## src/rtl/decode_pkg.sv

```systemverilog
// Shared decode/execute types: fetched and decoded instruction payloads, op classes,
// RV32I opcodes and immediate extraction helpers.
package decode_pkg;

    localparam int unsigned XLEN  = 32;
    localparam int unsigned ILEN  = 32;
    localparam int unsigned REG_W = 5;

    localparam logic [6:0] OPC_LUI    = 7'b0110111;
    localparam logic [6:0] OPC_AUIPC  = 7'b0010111;
    localparam logic [6:0] OPC_JAL    = 7'b1101111;
    localparam logic [6:0] OPC_JALR   = 7'b1100111;
    localparam logic [6:0] OPC_BRANCH = 7'b1100011;
    localparam logic [6:0] OPC_LOAD   = 7'b0000011;
    localparam logic [6:0] OPC_STORE  = 7'b0100011;
    localparam logic [6:0] OPC_OP_IMM = 7'b0010011;
    localparam logic [6:0] OPC_OP     = 7'b0110011;

    localparam logic [6:0] FUNCT7_ZERO = 7'b0000000;
    localparam logic [6:0] FUNCT7_ALT  = 7'b0100000;

    typedef enum logic [3:0] {
        INSTR_INVAL,
        INSTR_LUI,
        INSTR_AUIPC,
        INSTR_JAL,
        INSTR_JALR,
        INSTR_BRANCH,
        INSTR_LOAD,
        INSTR_STORE,
        INSTR_OP_IMM,
        INSTR_OP
    } instr_op_e;

    typedef struct packed {
        logic [XLEN-1:0] pc;
        logic [ILEN-1:0] instr;
    } fetched_instr_t;

    typedef struct packed {
        instr_op_e        op;
        logic [XLEN-1:0]  pc;
        logic [ILEN-1:0]  raw;
        logic [REG_W-1:0] rd;
        logic [REG_W-1:0] rs1;
        logic [REG_W-1:0] rs2;
        logic [2:0]       funct3;
        logic [6:0]       funct7;
        logic [XLEN-1:0]  imm;
    } decoded_instr_t;

    // Immediate formats, all sign-extended from instruction bit 31.
    function automatic logic [XLEN-1:0] imm_i(input logic [ILEN-1:0] ins);
        return {{(XLEN-12){ins[31]}}, ins[31:20]};
    endfunction

    function automatic logic [XLEN-1:0] imm_s(input logic [ILEN-1:0] ins);
        return {{(XLEN-12){ins[31]}}, ins[31:25], ins[11:7]};
    endfunction

    function automatic logic [XLEN-1:0] imm_b(input logic [ILEN-1:0] ins);
        return {{(XLEN-13){ins[31]}}, ins[31], ins[7], ins[30:25], ins[11:8], 1'b0};
    endfunction

    function automatic logic [XLEN-1:0] imm_u(input logic [ILEN-1:0] ins);
        return {{(XLEN-32){ins[31]}}, ins[31:12], 12'b0};
    endfunction

    function automatic logic [XLEN-1:0] imm_j(input logic [ILEN-1:0] ins);
        return {{(XLEN-21){ins[31]}}, ins[31], ins[19:12], ins[20], ins[30:21], 1'b0};
    endfunction

endpackage

```

## src/rtl/decode_instr_decoder.sv

```systemverilog
// Combinational RV32I decoder: classifies a fetched word, extracts gated register
// indices and the format-specific sign-extended immediate.
module instr_decoder
    import decode_pkg::*;
(
    input  fetched_instr_t fetched_i,
    output decoded_instr_t dec_c_o
);

    logic [ILEN-1:0] ins;
    logic [6:0]      opc;
    logic [2:0]      f3;
    logic [6:0]      f7;
    instr_op_e       op;

    assign ins = fetched_i.instr;
    assign opc = ins[6:0];
    assign f3  = ins[14:12];
    assign f7  = ins[31:25];

    // Op classification including funct3/funct7 legality.
    always_comb begin
        op = INSTR_INVAL;
        if (ins[1:0] == 2'b11) begin
            case (opc)
                OPC_LUI:    op = INSTR_LUI;
                OPC_AUIPC:  op = INSTR_AUIPC;
                OPC_JAL:    op = INSTR_JAL;
                OPC_JALR:   if (f3 == 3'b000) op = INSTR_JALR;
                OPC_BRANCH: if (f3 != 3'b010 && f3 != 3'b011) op = INSTR_BRANCH;
                OPC_LOAD: begin
                    if (f3 == 3'b000 || f3 == 3'b001 || f3 == 3'b010 ||
                        f3 == 3'b100 || f3 == 3'b101) op = INSTR_LOAD;
                end
                OPC_STORE:  if (f3 <= 3'b010) op = INSTR_STORE;
                OPC_OP_IMM: begin
                    case (f3)
                        3'b001:  if (f7 == FUNCT7_ZERO) op = INSTR_OP_IMM;
                        3'b101:  if (f7 == FUNCT7_ZERO || f7 == FUNCT7_ALT) op = INSTR_OP_IMM;
                        default: op = INSTR_OP_IMM;
                    endcase
                end
                OPC_OP: begin
                    if (f7 == FUNCT7_ZERO ||
                        (f7 == FUNCT7_ALT && (f3 == 3'b000 || f3 == 3'b101))) op = INSTR_OP;
                end
                default: op = INSTR_INVAL;
            endcase
        end
    end

    // Field gating and immediate selection; invalid words keep only pc and raw.
    always_comb begin
        dec_c_o     = '0;
        dec_c_o.pc  = fetched_i.pc;
        dec_c_o.raw = ins;
        dec_c_o.op  = op;
        if (op != INSTR_INVAL) begin
            dec_c_o.funct3 = f3;
            dec_c_o.funct7 = f7;
            if (op != INSTR_BRANCH && op != INSTR_STORE) dec_c_o.rd = ins[11:7];
            if (op != INSTR_LUI && op != INSTR_AUIPC && op != INSTR_JAL) dec_c_o.rs1 = ins[19:15];
            if (op == INSTR_OP || op == INSTR_BRANCH || op == INSTR_STORE) dec_c_o.rs2 = ins[24:20];
            case (op)
                INSTR_LUI, INSTR_AUIPC:               dec_c_o.imm = imm_u(ins);
                INSTR_JAL:                            dec_c_o.imm = imm_j(ins);
                INSTR_JALR, INSTR_LOAD, INSTR_OP_IMM: dec_c_o.imm = imm_i(ins);
                INSTR_BRANCH:                         dec_c_o.imm = imm_b(ins);
                INSTR_STORE:                          dec_c_o.imm = imm_s(ins);
                default:                              dec_c_o.imm = '0;
            endcase
        end
    end

endmodule

```

## src/rtl/decode.sv

```systemverilog
// RV32I decode stage: decodes fetched words and queues them in an in-order FIFO
// feeding execute; flush drops everything buffered or being accepted.
module decode
    import decode_pkg::*;
#(
    parameter int unsigned DEPTH = 2
) (
    input  logic           clk,
    input  logic           rst,
    input  logic           fetched_valid_i,
    output logic           fetched_ready_o,
    input  fetched_instr_t fetched_data_i,
    output logic           decoded_valid_o,
    input  logic           decoded_ready_i,
    output decoded_instr_t decoded_data_o,
    input  logic           flush_i
);

    localparam int unsigned PTR_W = (DEPTH > 1) ? $clog2(DEPTH) : 1;
    localparam int unsigned CNT_W = $clog2(DEPTH + 1);

    decoded_instr_t dec_c;
    decoded_instr_t mem_q [DEPTH];

    logic [PTR_W-1:0] wr_ptr_q, wr_ptr_d;
    logic [PTR_W-1:0] rd_ptr_q, rd_ptr_d;
    logic [CNT_W-1:0] count_q, count_d;
    logic             ready_q, ready_d;
    logic             valid_q, valid_d;
    logic             push, pop;

    instr_decoder u_instr_decoder (
        .fetched_i (fetched_data_i),
        .dec_c_o   (dec_c)
    );

    function automatic logic [PTR_W-1:0] ptr_inc(input logic [PTR_W-1:0] p);
        return (p == PTR_W'(DEPTH - 1)) ? '0 : p + PTR_W'(1);
    endfunction

    assign push = fetched_valid_i && ready_q && !flush_i;
    assign pop  = valid_q && decoded_ready_i;

    // Next-state for pointers, occupancy and the registered handshake flags.
    always_comb begin
        wr_ptr_d = wr_ptr_q;
        rd_ptr_d = rd_ptr_q;
        count_d  = count_q;
        if (flush_i) begin
            wr_ptr_d = '0;
            rd_ptr_d = '0;
            count_d  = '0;
        end else begin
            if (push) wr_ptr_d = ptr_inc(wr_ptr_q);
            if (pop)  rd_ptr_d = ptr_inc(rd_ptr_q);
            if (push && !pop)      count_d = count_q + CNT_W'(1);
            else if (pop && !push) count_d = count_q - CNT_W'(1);
        end
        ready_d = (count_d != CNT_W'(DEPTH));
        valid_d = (count_d != '0);
    end

    always_ff @(posedge clk or negedge rst) begin
        if (!rst) begin
            wr_ptr_q <= '0;
            rd_ptr_q <= '0;
            count_q  <= '0;
            ready_q  <= 1'b0;
            valid_q  <= 1'b0;
        end else begin
            wr_ptr_q <= wr_ptr_d;
            rd_ptr_q <= rd_ptr_d;
            count_q  <= count_d;
            ready_q  <= ready_d;
            valid_q  <= valid_d;
        end
    end

    // FIFO storage; cleared on reset so the head reads zero while empty after reset.
    always_ff @(posedge clk or negedge rst) begin
        if (!rst) begin
            for (int unsigned i = 0; i < DEPTH; i++) begin
                mem_q[i] <= '0;
            end
        end else if (push) begin
            mem_q[wr_ptr_q] <= dec_c;
        end
    end

    assign fetched_ready_o = ready_q;
    assign decoded_valid_o = valid_q;
    assign decoded_data_o  = mem_q[rd_ptr_q];

endmodule

```

## config.mk

```make
export PLATFORM = sky130hd
export DESIGN_NAME = decode
export DESIGN_NICKNAME = d
export VERILOG_FILES = /design/src/rtl/decode_pkg.sv /design/src/rtl/decode_instr_decoder.sv /design/src/rtl/decode.sv
export SDC_FILE = /design/constraint.sdc
export NUM_CORES = 1
export LEC_CHECK = 0
export CORE_MARGIN = 1.5
export CORE_UTILIZATION = 53
export DETAILED_ROUTE_END_ITERATION = 8
export PLACE_DENSITY_LB_ADDON = 0.3
export SLEW_MARGIN = 30
export SYNTH_ARGS = -nofsm -noshare
export SYNTH_HDL_FRONTEND = slang
export SYNTH_SLANG_ARGS = --single-unit
```

## constraint.sdc

```tcl
create_clock -name clk -period 2.25 [get_ports clk]
set_input_delay 0.3375 -clock clk [delete_from_list [all_inputs] [get_ports clk]]
set_output_delay 0.3375 -clock clk [all_outputs]
set_load 0.005 [all_outputs]
```

# Word level (Yosys, flattened, before mapping)
# Cells that the tools add are included.
[op_classes] addsub=4 n_mul=0 n_div=0 magnitude_cmp=4 n_eq_ne=32 shift=0 mux=30 bitwise_logic=2 reduce_logical=31
[ops] op="two-way mux 125 bit" n=4
[ops] op="bitwise mux 250 bit" n=1
[ops] op="case mux 32 bit (5 select lines)" n=1
[ops] op="demux 125 bit (select 1 bit)" n=1
[ops] op="two-way mux 57 bit" n=1
[ops] op="case mux 4 bit (9 select lines)" n=1
[ops] op="equality test 7 x 6 -> 1 bit (second input constant)" n=4
[ops] op="equality test 7 bit (second input constant)" n=3
[ops] op="equality test 4 x 3 -> 1 bit (second input constant)" n=4
[ops] op="two-way mux 4 bit" n=4
[ops] op="two-way mux 5 bit" n=3
[ops] op="equality test 7 x 5 -> 1 bit (second input constant)" n=2
[ops] op="two-way mux 3 bit" n=4
[ops] op="logical AND 1 bit" n=11
[ops] op="logical OR 1 bit" n=9
[ops] op="equality test 4 x 2 -> 1 bit (second input constant)" n=2
[ops] op="equality test 4 bit (second input constant)" n=2
[ops] op="!= test 4 x 2 -> 1 bit (second input constant)" n=2
[ops] op="!= test 4 x 3 -> 1 bit (second input constant)" n=2
[ops] op="case mux 4 bit (2 select lines)" n=1
[ops] op="equality test 7 x 2 -> 1 bit (second input constant)" n=1
[ops] op="logical NOT 7 bit" n=1
[ops] op="equality test 3 bit (second input constant)" n=2
[ops] op="two-way mux 1 bit" n=6
[ops] op="21 further kinds" n=31
[word_totals] register_bits=256 latch_bits=0 ramBits=0 romBits=0 inputBits=69 out_inout_bits=127 memories=0

# Depth between registers and ports, before layout
# Gate-level depths: netlist of run 1.
[depth] depth_word=14 ltp_mapped=8

# By module
# A second synthesis of run 1 with hierarchy kept.
[unflattened] cells_unflattened=922 area_unflattened_um2=12748.5
[by_module_without_submodules] mod="decode" n_inst=1 cells_each=700 area_each_um2=11300.8 seq_area_each_um2=6406.1
[by_module_without_submodules] mod="instr_decoder" n_inst=1 cells_each=222 area_each_um2=1447.6 seq_area_each_um2=0.0

# Worst setup path before layout of run 1
# No wires, ideal clock.
[synth_timing] path_kind="input -> register" start="input fetched_data_i[12] (netlist name)" end="register mem_q[179] (netlist name)" setup_ps=90 arrival_ps=1884 t_required_ps=2160 slack_ps=277 cell_stages=7 n_path_buf=2 path_cell_list="buf_2 a2111oi_2 and4b_1 a221o_2 and4b_4 buf_8 o31ai_4"
[synth_between] elab_chain_cells=13 word_cells_on_any_way=31 classes_between="1 x order compare; 8 x eq/ne; 11 x mux; 11 x reduce/logical"
[synth_rtl] item="start, declared" line_no="decode.sv:12" text="input fetched_instr_t fetched_data_i,"
[synth_rtl] item="equality test 3 x 1 -> 1 bit or logical NOT 3 bit (tied branches)"
[synth_rtl] item="logical OR 1 bit (3 in series)" line_no="decode_instr_decoder.sv:32" text="if (f3 == 3'b000 || f3 == 3'b001 || f3 == 3'b010 ||"
[synth_rtl] item="logical OR 1 bit" line_no="decode_instr_decoder.sv:33" text="f3 == 3'b100 || f3 == 3'b101) op = INSTR_LOAD;"
[synth_rtl] item="two-way mux 3 bit" line_no="decode_instr_decoder.sv:32"
[synth_rtl] item="case mux 4 bit (9 select lines) (*)" line_no="decode_instr_decoder.sv:25" text="case (opc)"
[synth_rtl] item="two-way mux 4 bit (*)" line_no="decode_instr_decoder.sv:24" text="if (ins[1:0] == 2'b11) begin"
[synth_rtl] item="!= test 4 x 3 -> 1 bit" line_no="decode_instr_decoder.sv:61" text="if (op != INSTR_BRANCH && op != INSTR_STORE) dec_c_o.rd = ins[11:7];"
[synth_rtl] item="logical AND 1 bit" line_no="decode_instr_decoder.sv:61"
[synth_rtl] item="two-way mux 5 bit" line_no="decode_instr_decoder.sv:61"
[synth_rtl] item="two-way mux 57 bit (*)" line_no="decode_instr_decoder.sv:58" text="if (op != INSTR_INVAL) begin"
[synth_rtl] item="bitwise mux 250 bit (*)" line_no="decode.sv:86" text="mem_q[wr_ptr_q] <= dec_c;"
[synth_rtl] item="end signal, assigned by index" line_no="decode.sv:83" text="mem_q[i] <= '0;"
[synth_rtl] item="end signal, assigned by index" line_no="decode.sv:86"
[synth_rtl] item="end, declared" line_no="decode.sv:23" text="decoded_instr_t mem_q [DEPTH];"
# Mark *: on every way between the ends. The rest lies on a longest branch, timed or not.
# A chain may end at the register's enable or synchronous reset.

==> metrics.md, run 1 <==
| Metric | Value |
|---|---|
| Routed Antenna Nets | `0` |
| Synth Instances | `1,175` |
| Post-synth EDFFs | `0` |
| Post-Synthesis Cell Area | `11,440 um2` |
| R2r endpoint | `mem_q[148]$_DFFE_PN0P_` |
| Ant diodes | `0` |
| Row cnt | `53` |
| Clock slew seen by the registers of the worst setup and hold paths | `0.06 ns` |
| Peak Freq | `440.4 MHz` |
| Die X | `149.9 um` |
| Placed Area | `14,200 um2` |
| Worst EP arrival | `1.93 ns` |
| Max_cap viols | `0` |
| Inserted Clock Buffers | `27` |
| Async S/R FF share, synth | `100.0%` |
| RePlAce Congestion | `0.8059` |
| Detailed Route Iter0 Violations | `650` |
| Register bit total from synthesis | `256` |
| Mux cell area share after synthesis | `12.31%` |
| Tightest Pin Transition | `0.6246 ns` |
| RSZ-0062 raised after global routing | `true` |
| Share of the synthesized area in the top cell type | `56.01%` |
| First-pass DRT Iterations | `5` |
| Status | `finished, violations left` |
| Cell Pwr Density | `1127 nW/um2` |
| Layout cells sized above 1 | `27.06%` |
| Worst setup path start | `rd_ptr_q$_DFFE_PN0P_` |
| Main synth FF type | `dfrtp_1` |
| # DRC | `0` |
| CP startpoint kind | `register` |
| DP Wirelength | `19.85 mm` |
| Failing checks | `negative setup slack` |
| Post-synthesis adder-cell area fraction | `0%` |
| R2r setup slk | `0.55 ns` |
| Placeable core area | `21,090 um2` |
| CTS Buffer Depth | `3` |
| Worst Setup Slack, final | `-0.02064 ns` |
| Non-Filler Instances | `1,720` |
| Sequential area share after synthesis | `56.01%` |
| Critical path endpoint category | `primary output` |
| Die ar. | `22,470 um2` |
| Initial antenna violation count | `0` |
| Synth area leader | `dfrtp_1` |
| H-tree Lvls | `1` |
| Largest net degree at the start of global routing | `78` |
| Total GRT Usage | `29.41%` |
| Wire per inst | `19.32 um` |
| Net count of the mapped netlist | `1,244` |
| Nets@finish | `1,496` |
| Vias in the first global route | `9,725` |
| TritonCTS clock tree | `yes` |
| Hold Startpoint | `fetched_data_i[61]` |
| Global-route wire length before repair | `51.60 mm` |
| Pleak | `7.626 nW` |
| Routed via count | `9,492` |
| Clock sinks | `256` |
| Via density | `5.519` |
| Tcrit/Tclk final | `100.9%` |
| Peak VDD IR | `0.7824 mV` |
| Hold path depth | `3` |
| Clk_skew | `0.007516 ns` |
| Io pins | `196` |
| Ys Warns | `0` |
| # setup viols final | `10` |
| Slew HR | `58.36%` |
| Hold Crit Class | `in -> reg` |
| Worst R2R Start | `wr_ptr_q$_DFFE_PN0P_` |
| Avg Cell Area, Syn | `9.734 um2` |
| Area grow syn2layout | `35.13%` |
| Crit Path Category | `reg -> out` |
| Fin. max-slew vios | `0` |
| Final Hold Fails | `0` |
| Smallest hold slack | `0.3671 ns` |
| Compound-Gate Fraction of Synth Area | `9.146%` |
| Placed Cells | `1,645` |
| Fin crit period | `2.271 ns` |
| Clock root buffer | `clkbuf_16` |
| Synth top area cells | `dfrtp_1 56%, nand2_1 16%, mux2_2 12%` |
| Height of the die | `149.9 um` |
| IO Port Bufs | `195` |
| Cell area after layout | `15,450 um2` |
| FF-to-FF path depth | `4` |
| Clock latency at the later pin of the worst-skew pair | `0.52 ns` |
| Hold Path End | `mem_q[243]$_DFFE_PN0P_` |
| Crit Path Max Fanout | `9` |
| Initial Util | `54.24%` |
| Synth cell types | `49` |
| Routed WL | `33.23 mm` |
| Post-Synth XOR/XNOR Area | `0.3829%` |
| Simple-Gate Fraction of Synth Area | `19.20%` |
| CP required | `1.91 ns` |
| Combinational family with the most area after synthesis | `simple AND/OR/NAND/NOR gates` |
| Total grt overflow | `0` |
## metal layers
| metal | track usage (%) | up-vias | part of all wire (%) |
|---|---|---|---|
| met3 | 6.890 | 82 | 7.1 |
| li1 | - | 4396 | - |
| met5 | 0 | - | 0 |
| met4 | 10.44 | 0 | 3.4 |
| met1 | 37.40 | 4655 | 40 |
| met2 | 49.15 | 359 | 50 |
## synth_stat cells (3+ instances only)
library cell / number
o31ai_4: 3
o31ai_2: 7
a22oi_1: 6
nor3_1: 4
a22o_1: 20
inv_1: 3
nand3_1: 4
dfrtp_1: 256
a31oi_1: 8
and2_1: 5
xor2_1: 3
a21oi_1: 36
nor2_1: 44
mux2_2: 125
buf_1: 6
buf_2: 3
nand2_1: 481
o21ai_0: 41
clkbuf_1: 58
o21ai_1: 23
buf_6: 5
## area by class of cell
| class | count | area [um2] |
|---|---|---|
| Fill cell | 1478 | 5633 |
| Inverter | 3 | 11.26 |
| Tap cell | 275 | 344.1 |
| Sequential cell | 256 | 6410 |
| Multi-Input combinational cell | 843 | 4816 |
| Clock buffer | 41 | 818.3 |
| Clock inverter | 6 | 57.56 |
| Timing Repair Buffer | 296 | 2998 |
## critical path, stage by stage, from the launching register on
cell and delay (ns):
dfrtp_4 0.50, buf_12 0.18, clkbuf_16 0.17, buf_4 0.13, mux2_4 0.31, clkbuf_2 0.12
## state kept, by name, summed over array words and instances, names as in the netlist
register         count
rd_ptr_q             1
fetched_ready_o      1
count_q              2
wr_ptr_q             1
mem_q              250
decoded_valid_o      1
## power by group
part	internal [W]	switching (W)	total [W]
registers	0.00609	0.000811	0.00690
logic	0.00330	0.00283	0.00613
clock network	0.00260	0.00180	0.00440
total	0.0120	0.00543	0.0174
## placed cells by master (no fill, tap or decap), types with 7 or more instances in the layout
cell type and n:
o21ai_1 23, o21ai_0 41, nand2_1 480, a31oi_1 8
buf_12 22, nor2_1 44, clkdlybuf4s15_1 23, a22o_1 20
dlygate4sd2_1 7, o31ai_2 7, clkbuf_8 9, mux2_2 99
buf_16 11, clkbuf_2 32, buf_2 31, clkdlybuf4s50_1 69
clkbuf_16 29, a21oi_1 36, dfrtp_1 255, buf_6 35
mux2_4 26, buf_4 59
## metrics by stage
step | worst slack [ns] | utilization [%] | TNS (ns) | power (W)
after global routing | -0.05165 | 73.29 | -1.057 | 0.01833
final | -0.02064 | 73.29 | -0.06704 | 0.01742
after floorplan | 0.2765 | - | 0 | 0.009529
after CTS | -0.1310 | 73.66 | -4.806 | 0.01735
after global placement | -0.3068 | 67.34 | -28.33 | 0.01239
after detailed placement | -0.3575 | 67.34 | -32.44 | 0.01257
## cell families after synthesis
| group | Yosys count |
|---|---|
| mux | 125 |
| simple gates | 556 |
| xor+xnor | 5 |
| buf+inv | 76 |
| flops | 256 |
| compound gates | 157 |
## what timing repair did
item	4_1_cts	5_1_grt
endpoints found under the hold margin	71	0
endpoints found under the setup margin	125	95
gates resized for setup	400	97
buffers inserted	17	4
gates cloned	13	2
hold buffers	1	0
## worst max-delay path by stage
stage | slack, ns | end | cells after the start
finish | -0.02 | decoded_data_o[87] | 5
global route | -0.05 | decoded_data_o[87] | 5
CTS | -0.13 | decoded_data_o[1] | 5
floorplan | 0.28 | mem_q[179]$_DFFE_PN0P_ | 7
global placement | -0.31 | mem_q[160]$_DFFE_PN0P_ | 7
detailed placement | -0.36 | mem_q[136]$_DFFE_PN0P_ | 9
(Power assumes the default switching activity.)
==> run 2: changes to the inputs <==
ABC_AREA = 1   (was unset)
CORE_UTILIZATION = 64   (was 53)
DONT_BUFFER_PORTS = 1   (was unset)
==> run 2 against run 1 <==
Net effect:
- the flow finishes with violations (negative hold slack)
- worst setup slack better by 0.077 ns
- power down 28%
- sequential power shrank 14%
- non-clock buffer count is 218 lower
- hold slack got worse by 0.86 ns
- largest power group unchanged
==> metrics.md, run 2 <==
| Metric | Value |
|---|---|
| Status | `finished, violations left` |
| Failing checks | `negative hold slack` |
| Vias in the first global route | `9,731` |
| Fin crit period | `2.193 ns` |
| Post-Synthesis Cell Area | `11,750 um2` |
| Clk_skew | `0.007459 ns` |
| Wire per inst | `16.80 um` |
| Inserted Clock Buffers | `27` |
| Sequential area share after synthesis | `54.54%` |
| Total GRT Usage | `32.24%` |
| Global-route wire length before repair | `50.49 mm` |
| Clock latency at the later pin of the worst-skew pair | `0.53 ns` |
| Tcrit/Tclk final | `97.49%` |
| Share of the synthesized area in the top cell type | `54.54%` |
| Die ar. | `19,180 um2` |
| Fin. max-slew vios | `0` |
| Tightest Pin Transition | `0.6564 ns` |
| Crit Path Category | `reg -> out` |
| IO Port Bufs | `0` |
| Most frequent cells after synthesis | `811 x nand2_1, 256 x dfrtp_1, 171 x o21ai_0, 95 x inv_1, 72 x clkbuf_1` |
| DP Wirelength | `19.02 mm` |
| Placeable core area | `17,960 um2` |
| FILL cells | `1,344` |
| RSZ-0062 raised after global routing | `false` |
| Pleak | `7.293 nW` |
| Area grow syn2layout | `14.86%` |
| Top Registers | `mem_q x250, count_q x2` |
| CP required | `1.91 ns` |
| Synth top area cells | `dfrtp_1 55%, nand2_1 26%, o21ai_0 7.3%` |
| TritonCTS clock tree | `yes` |
| Io pins | `196` |
| Initial Util | `65.39%` |
| FF-to-FF path depth | `7` |
| Total grt overflow | `0` |
| Detailed Route Iter0 Violations | `858` |
| Clock root buffer | `clkbuf_16` |
| Synth cell types | `30` |
| Main synth FF type | `dfrtp_1` |
| Top reg by flops | `mem_q` |
| Nets@finish | `1,645` |
| Setup bufs post-CTS | `0` |
| Synth area leader | `dfrtp_1` |
| Cell Pwr Density | `933.5 nW/um2` |
| Register bit total from synthesis | `256` |
| Via density | `5.538` |
| Row cnt | `49` |
| Synth Instances | `1,552` |
| Ys Warns | `0` |
| Height of the die | `138.5 um` |
| # setup viols final | `0` |
| Worst EP arrival | `1.86 ns` |
| Slew HR | `56.24%` |
| RePlAce Congestion | `0.8998` |
| CTS Hold Buffers Added | `59` |
| Max_cap viols | `0` |
| # DRC | `0` |
| Post-synth EDFFs | `0` |
| Hold Crit Class | `in -> async` |
| Smallest hold slack | `-0.4917 ns` |
| Commonest non-fill, non-tap cell in the layout | `nand2_1` |
| Peak Freq | `455.9 MHz` |
| Largest register FFs | `250` |
| Avg Cell Area, Syn | `7.568 um2` |
| Clock sinks | `256` |
| Routed Antenna Nets | `0` |
| Count leader, synth | `nand2_1` |
| Ant diodes | `0` |
| Layout cells sized above 1 | `5.573%` |
| Net count of the mapped netlist | `1,621` |
| Crit Path Max Fanout | `81` |
| CP startpoint kind | `register` |
| CTS Buffer Depth | `3` |
| Routed via count | `10,110` |
| First-pass DRT Iterations | `5` |
| Post-route setup TNS | `0 ns` |
| Most frequent cells in the layout | `811 x nand2_1, 255 x dfrtp_1, 170 x o21ai_0` |
| Die X | `138.5 um` |
| Initial antenna violation count | `2` |
| H-tree Lvls | `1` |
| Peak VDD IR | `0.7303 mV` |
| Async S/R FF share, synth | `100.0%` |
| Final Hold Fails | `256` |
| Critical path endpoint category | `primary output` |
| Largest net degree at the start of global routing | `257` |
| Routed WL | `30.67 mm` |
| Clock slew seen by the registers of the worst setup and hold paths | `0.07 ns` |
run 2: cell types whose count changed after synthesis, sizes merged, moves of 10 or more:
| cell | change |
|---|---|
| a21oi | -29 |
| mux2 | -125 |
| o31ai | -10 |
| clkbuf | +14 |
| o21ai | +116 |
| nand2 | +335 |
| inv | +99 |
| nand3 | +28 |
| a22o | -20 |
run 2: area by class of cell:
| type | count | area [um2] | share of cell area [%] |
|---|---|---|---|
| Clock buffer | 41 | 808.3 | 5.991 |
| Tap cell | 229 | 286.5 | 2.124 |
| Inverter | 102 | 389.1 | 2.884 |
| Clock inverter | 9 | 130.1 | 0.9645 |
| Sequential cell | 256 | 6410 | 47.51 |
| Timing Repair Buffer | 78 | 833.3 | 6.176 |
| Multi-Input combinational cell | 1111 | 4634 | 34.35 |
run 2: through the flow:
| stage | total power (W) | instances | worst slack, ns | cell area (um2) | util [%] |
|---|---|---|---|---|---|
| detailed placement | 0.007941 | 1717 | 0.2310 | 11960 | 66.59 |
| global route | 0.01325 | 1826 | 0.01089 | 13490 | 75.11 |
| floorplan | 0.007351 | 1552 | 0.5808 | 11750 | - |
| finish | 0.01260 | 1826 | 0.05651 | 13490 | 75.11 |
| CTS | 0.01263 | 1826 | 0.04030 | 13490 | 75.11 |
| global placement | 0.007818 | 1717 | 0.3186 | 11960 | 66.59 |
run 2: where the power goes:
group | leakage [nW] | switching [W] | internal (W)
Sequential | 3.35 | 0.000466 | 0.00549
Clock | 0.460 | 0.00178 | 0.00282
Combinational | 3.48 | 0.00133 | 0.000713
Total | 7.29 | 0.00357 | 0.00902
run 2: cells by family (layout without fill, tap and decap cells):
family / after synthesis / count (layout) / share of synthesized area, %
AND/OR/NAND/NOR: 904 / 904 / 30.26
AO/OA/AOI/OAI: 207 / 207 / 9.086
flip-flops: 256 / 256 / 54.54
buffers and inverters: 185 / 230 / 6.114
run 2: worst max-delay path, stage by stage, from the launching register on:
cell,delay [ns]
dfrtp_4,0.55
clkinv_2,0.10
buf_12,0.32
nand2_1,0.09
nand2_1,0.21
run 2: per-layer routing:
| metal | vias up | track usage [%] | part of all wire, % |
|---|---|---|---|
| met3 | 62 | 7.170 | 9.2 |
| met1 | 4768 | 43.98 | 40 |
| met2 | 419 | 52.19 | 48 |
| met5 | - | 0 | 0 |
| li1 | 4863 | - | - |
| met4 | 0 | 9.917 | 2.6 |
run 2: final timing paths:
check                                          start                      to  slack, ns
max in group asynchronous                        rst   mem_q[17]$_DFFE_PN0P_       2.35
setup reg to reg           fetched_ready_o$_DFF_PN0_   mem_q[38]$_DFFE_PN0P_       0.36
setup / recovery                rd_ptr_q$_DFFE_PN0P_      decoded_data_o[41]       0.06
hold / removal                                   rst  mem_q[240]$_DFFE_PN0P_      -0.49
hold reg to reg                mem_q[86]$_DFFE_PN0P_   mem_q[86]$_DFFE_PN0P_       0.47
min in group clk                  fetched_data_i[21]    mem_q[1]$_DFFE_PN0P_       0.01
run 2: timing repair:
item / in CTS / in global routing
endpoints found under the hold margin: 390 / 256
setup endpoints to repair: 0 / 1
gates resized for setup: 0 / 1
==> run 3: changes to the inputs <==
CORE_MARGIN = 8   (was 1.5)
==> run 3 against run 2 <==
Net effect:
- the flow still finishes with violations (negative hold slack)
- power decreased by 2.2%
- sequential power about the same
- cell area about the same
- die area up 20%
==> metrics.md, run 3 (synthesis gave the netlist of run 2 again) <==
| Metric | Value |
|---|---|
| Critical path endpoint category | `primary output` |
| CP required | `1.91 ns` |
| Commonest non-fill, non-tap cell in the layout | `nand2_1` |
| Fin. max-slew vios | `0` |
| Cell Pwr Density | `913.5 nW/um2` |
| IO Port Bufs | `0` |
| Routed Antenna Nets | `0` |
| Area grow syn2layout | `14.85%` |
| Die ar. | `22,940 um2` |
| Worst EP arrival | `1.84 ns` |
| Placeable core area | `17,960 um2` |
| Top Registers | `mem_q x250, count_q x2` |
| CP startpoint kind | `register` |
| Tcrit/Tclk final | `96.90%` |
| Crit Path Max Fanout | `47` |
| Place WS | `0.2573 ns` |
| Post-route setup TNS | `0 ns` |
| Top reg by flops | `mem_q` |
| Clock root buffer | `clkbuf_16` |
| Vias in the first global route | `10,340` |
| Global-route wire length before repair | `53.47 mm` |
| Height of the die | `151.5 um` |
| Most frequent cells in the layout | `811 x nand2_1, 255 x dfrtp_1, 171 x o21ai_0` |
| Total grt overflow | `0` |
| Via density | `5.686` |
| FF-to-FF path depth | `7` |
| Inserted Clock Buffers | `26` |
| Io pins | `196` |
| # DRC | `0` |
| Layout cells sized above 1 | `5.503%` |
| Wire per inst | `18.34 um` |
| Initial Util | `65.39%` |
| Routed WL | `33.54 mm` |
| Max_cap viols | `0` |
| Clock sinks | `256` |
| Row cnt | `49` |
| Hold Crit Class | `in -> async` |
| Initial antenna violation count | `1` |
| Largest register FFs | `250` |
| Worst Setup Slack, final | `0.06983 ns` |
| RePlAce Congestion | `0.9073` |
| Peak VDD IR | `0.8614 mV` |
| Total GRT Usage | `29.38%` |
| Fin crit period | `2.180 ns` |
| Pleak | `7.297 nW` |
| CTS Hold Buffers Added | `62` |
| RSZ-0062 raised after global routing | `false` |
| CTS Buffer Depth | `3` |
| H-tree Lvls | `1` |
| DP Wirelength | `20.62 mm` |
| Final Hold Fails | `256` |
| Failing checks | `negative hold slack` |
| Tightest Pin Transition | `0.7263 ns` |
| Clock latency at the later pin of the worst-skew pair | `0.54 ns` |
| Nets@finish | `1,649` |
| Clock slew seen by the registers of the worst setup and hold paths | `0.06 ns` |
| Slew HR | `51.07%` |
| Smallest hold slack | `-0.4986 ns` |
| Routed via count | `10,400` |
| TritonCTS clock tree | `yes` |
| Clk_skew | `0.01062 ns` |
| Largest net degree at the start of global routing | `257` |
| Final Util | `75.10%` |
| Peak Freq | `458.7 MHz` |
| Detailed Route Iter0 Violations | `862` |
| First-pass DRT Iterations | `7` |
| Crit Path Category | `reg -> out` |
| Status | `finished, violations left` |
| # setup viols final | `0` |
| Die X | `151.5 um` |
[run 3: changes by cell type in the layout (fill, tap and decap cells not counted), sizes merged]
cell and change:
dlygate4sd3 +3, clkbuf -3, bufinv -2, diode +1
clkinv +4, inv -1, buf +2, clkinvlp -1
[run 3: timing repair]
action | 4_1_cts | 5_1_grt
gates cloned | 1 | 0
resized for setup | 1 | 1
endpoints found under the hold margin | 406 | 256
endpoints found under the setup margin | 6 | 45
setup buffers | 0 | 1
[run 3: per-stage QoR]
step | power (W) | instances | hold WS (ns) | cell area, um2
after CTS | 0.01232 | 1827 | -0.5118 | 13490
after global routing | 0.01293 | 1828 | -0.5142 | 13490
final | 0.01232 | 1829 | -0.4986 | 13490
after detailed placement | 0.007990 | 1717 | 0.05008 | 11990
after floorplan | 0.007351 | 1552 | 0.04191 | 11750
after global placement | 0.007868 | 1717 | 0.05036 | 11990
[run 3: area by class of cell]
cell class | count | area (um2)
clock inverter | 9 | 81.33
multi-input combinational | 1111 | 4634
antenna | 1 | 2.502
fill | 1322 | 4473
clock buffer | 38 | 755.7
timing repair buffer | 83 | 930.9
tap | 229 | 286.5
sequential | 256 | 6410
inverter | 102 | 389.1
[run 3: final timing paths]
kind	from	end	slack, ns
max	rd_ptr_q$_DFFE_PN0P_	decoded_data_o[41]	0.07
min	rst	count_q[0]$_DFF_PN0_	-0.50
max reg2reg	fetched_ready_o$_DFF_PN0_	mem_q[39]$_DFFE_PN0P_	0.47
min reg2reg	mem_q[83]$_DFFE_PN0P_	mem_q[83]$_DFFE_PN0P_	0.47
max in group asynchronous	rst	mem_q[187]$_DFFE_PN0P_	2.19
min in group clk	flush_i	wr_ptr_q$_DFFE_PN0P_	0.01
[run 3: metal layers]
layer  track usage, %  share of wire, %  up-vias
met5                0             0.036        -
met3            8.138                11      109
met1            36.41                38     4955
met2            48.53                47      480
met4            10.74               3.7        2
li1                 -                 -     4854
[run 3: critical path, cell delays in order (launching register included)]
cell and delay [ns]:
dfrtp_4 0.58, clkinv_2 0.17, buf_16 0.27, nand2_1 0.08
nand2_1 0.20
[run 3: report_power, final]
part           internal (W)  total, W  switching, W
sequential          0.00549   0.00596      0.000471
clock               0.00244   0.00421       0.00177
combinational      0.000743   0.00215       0.00141
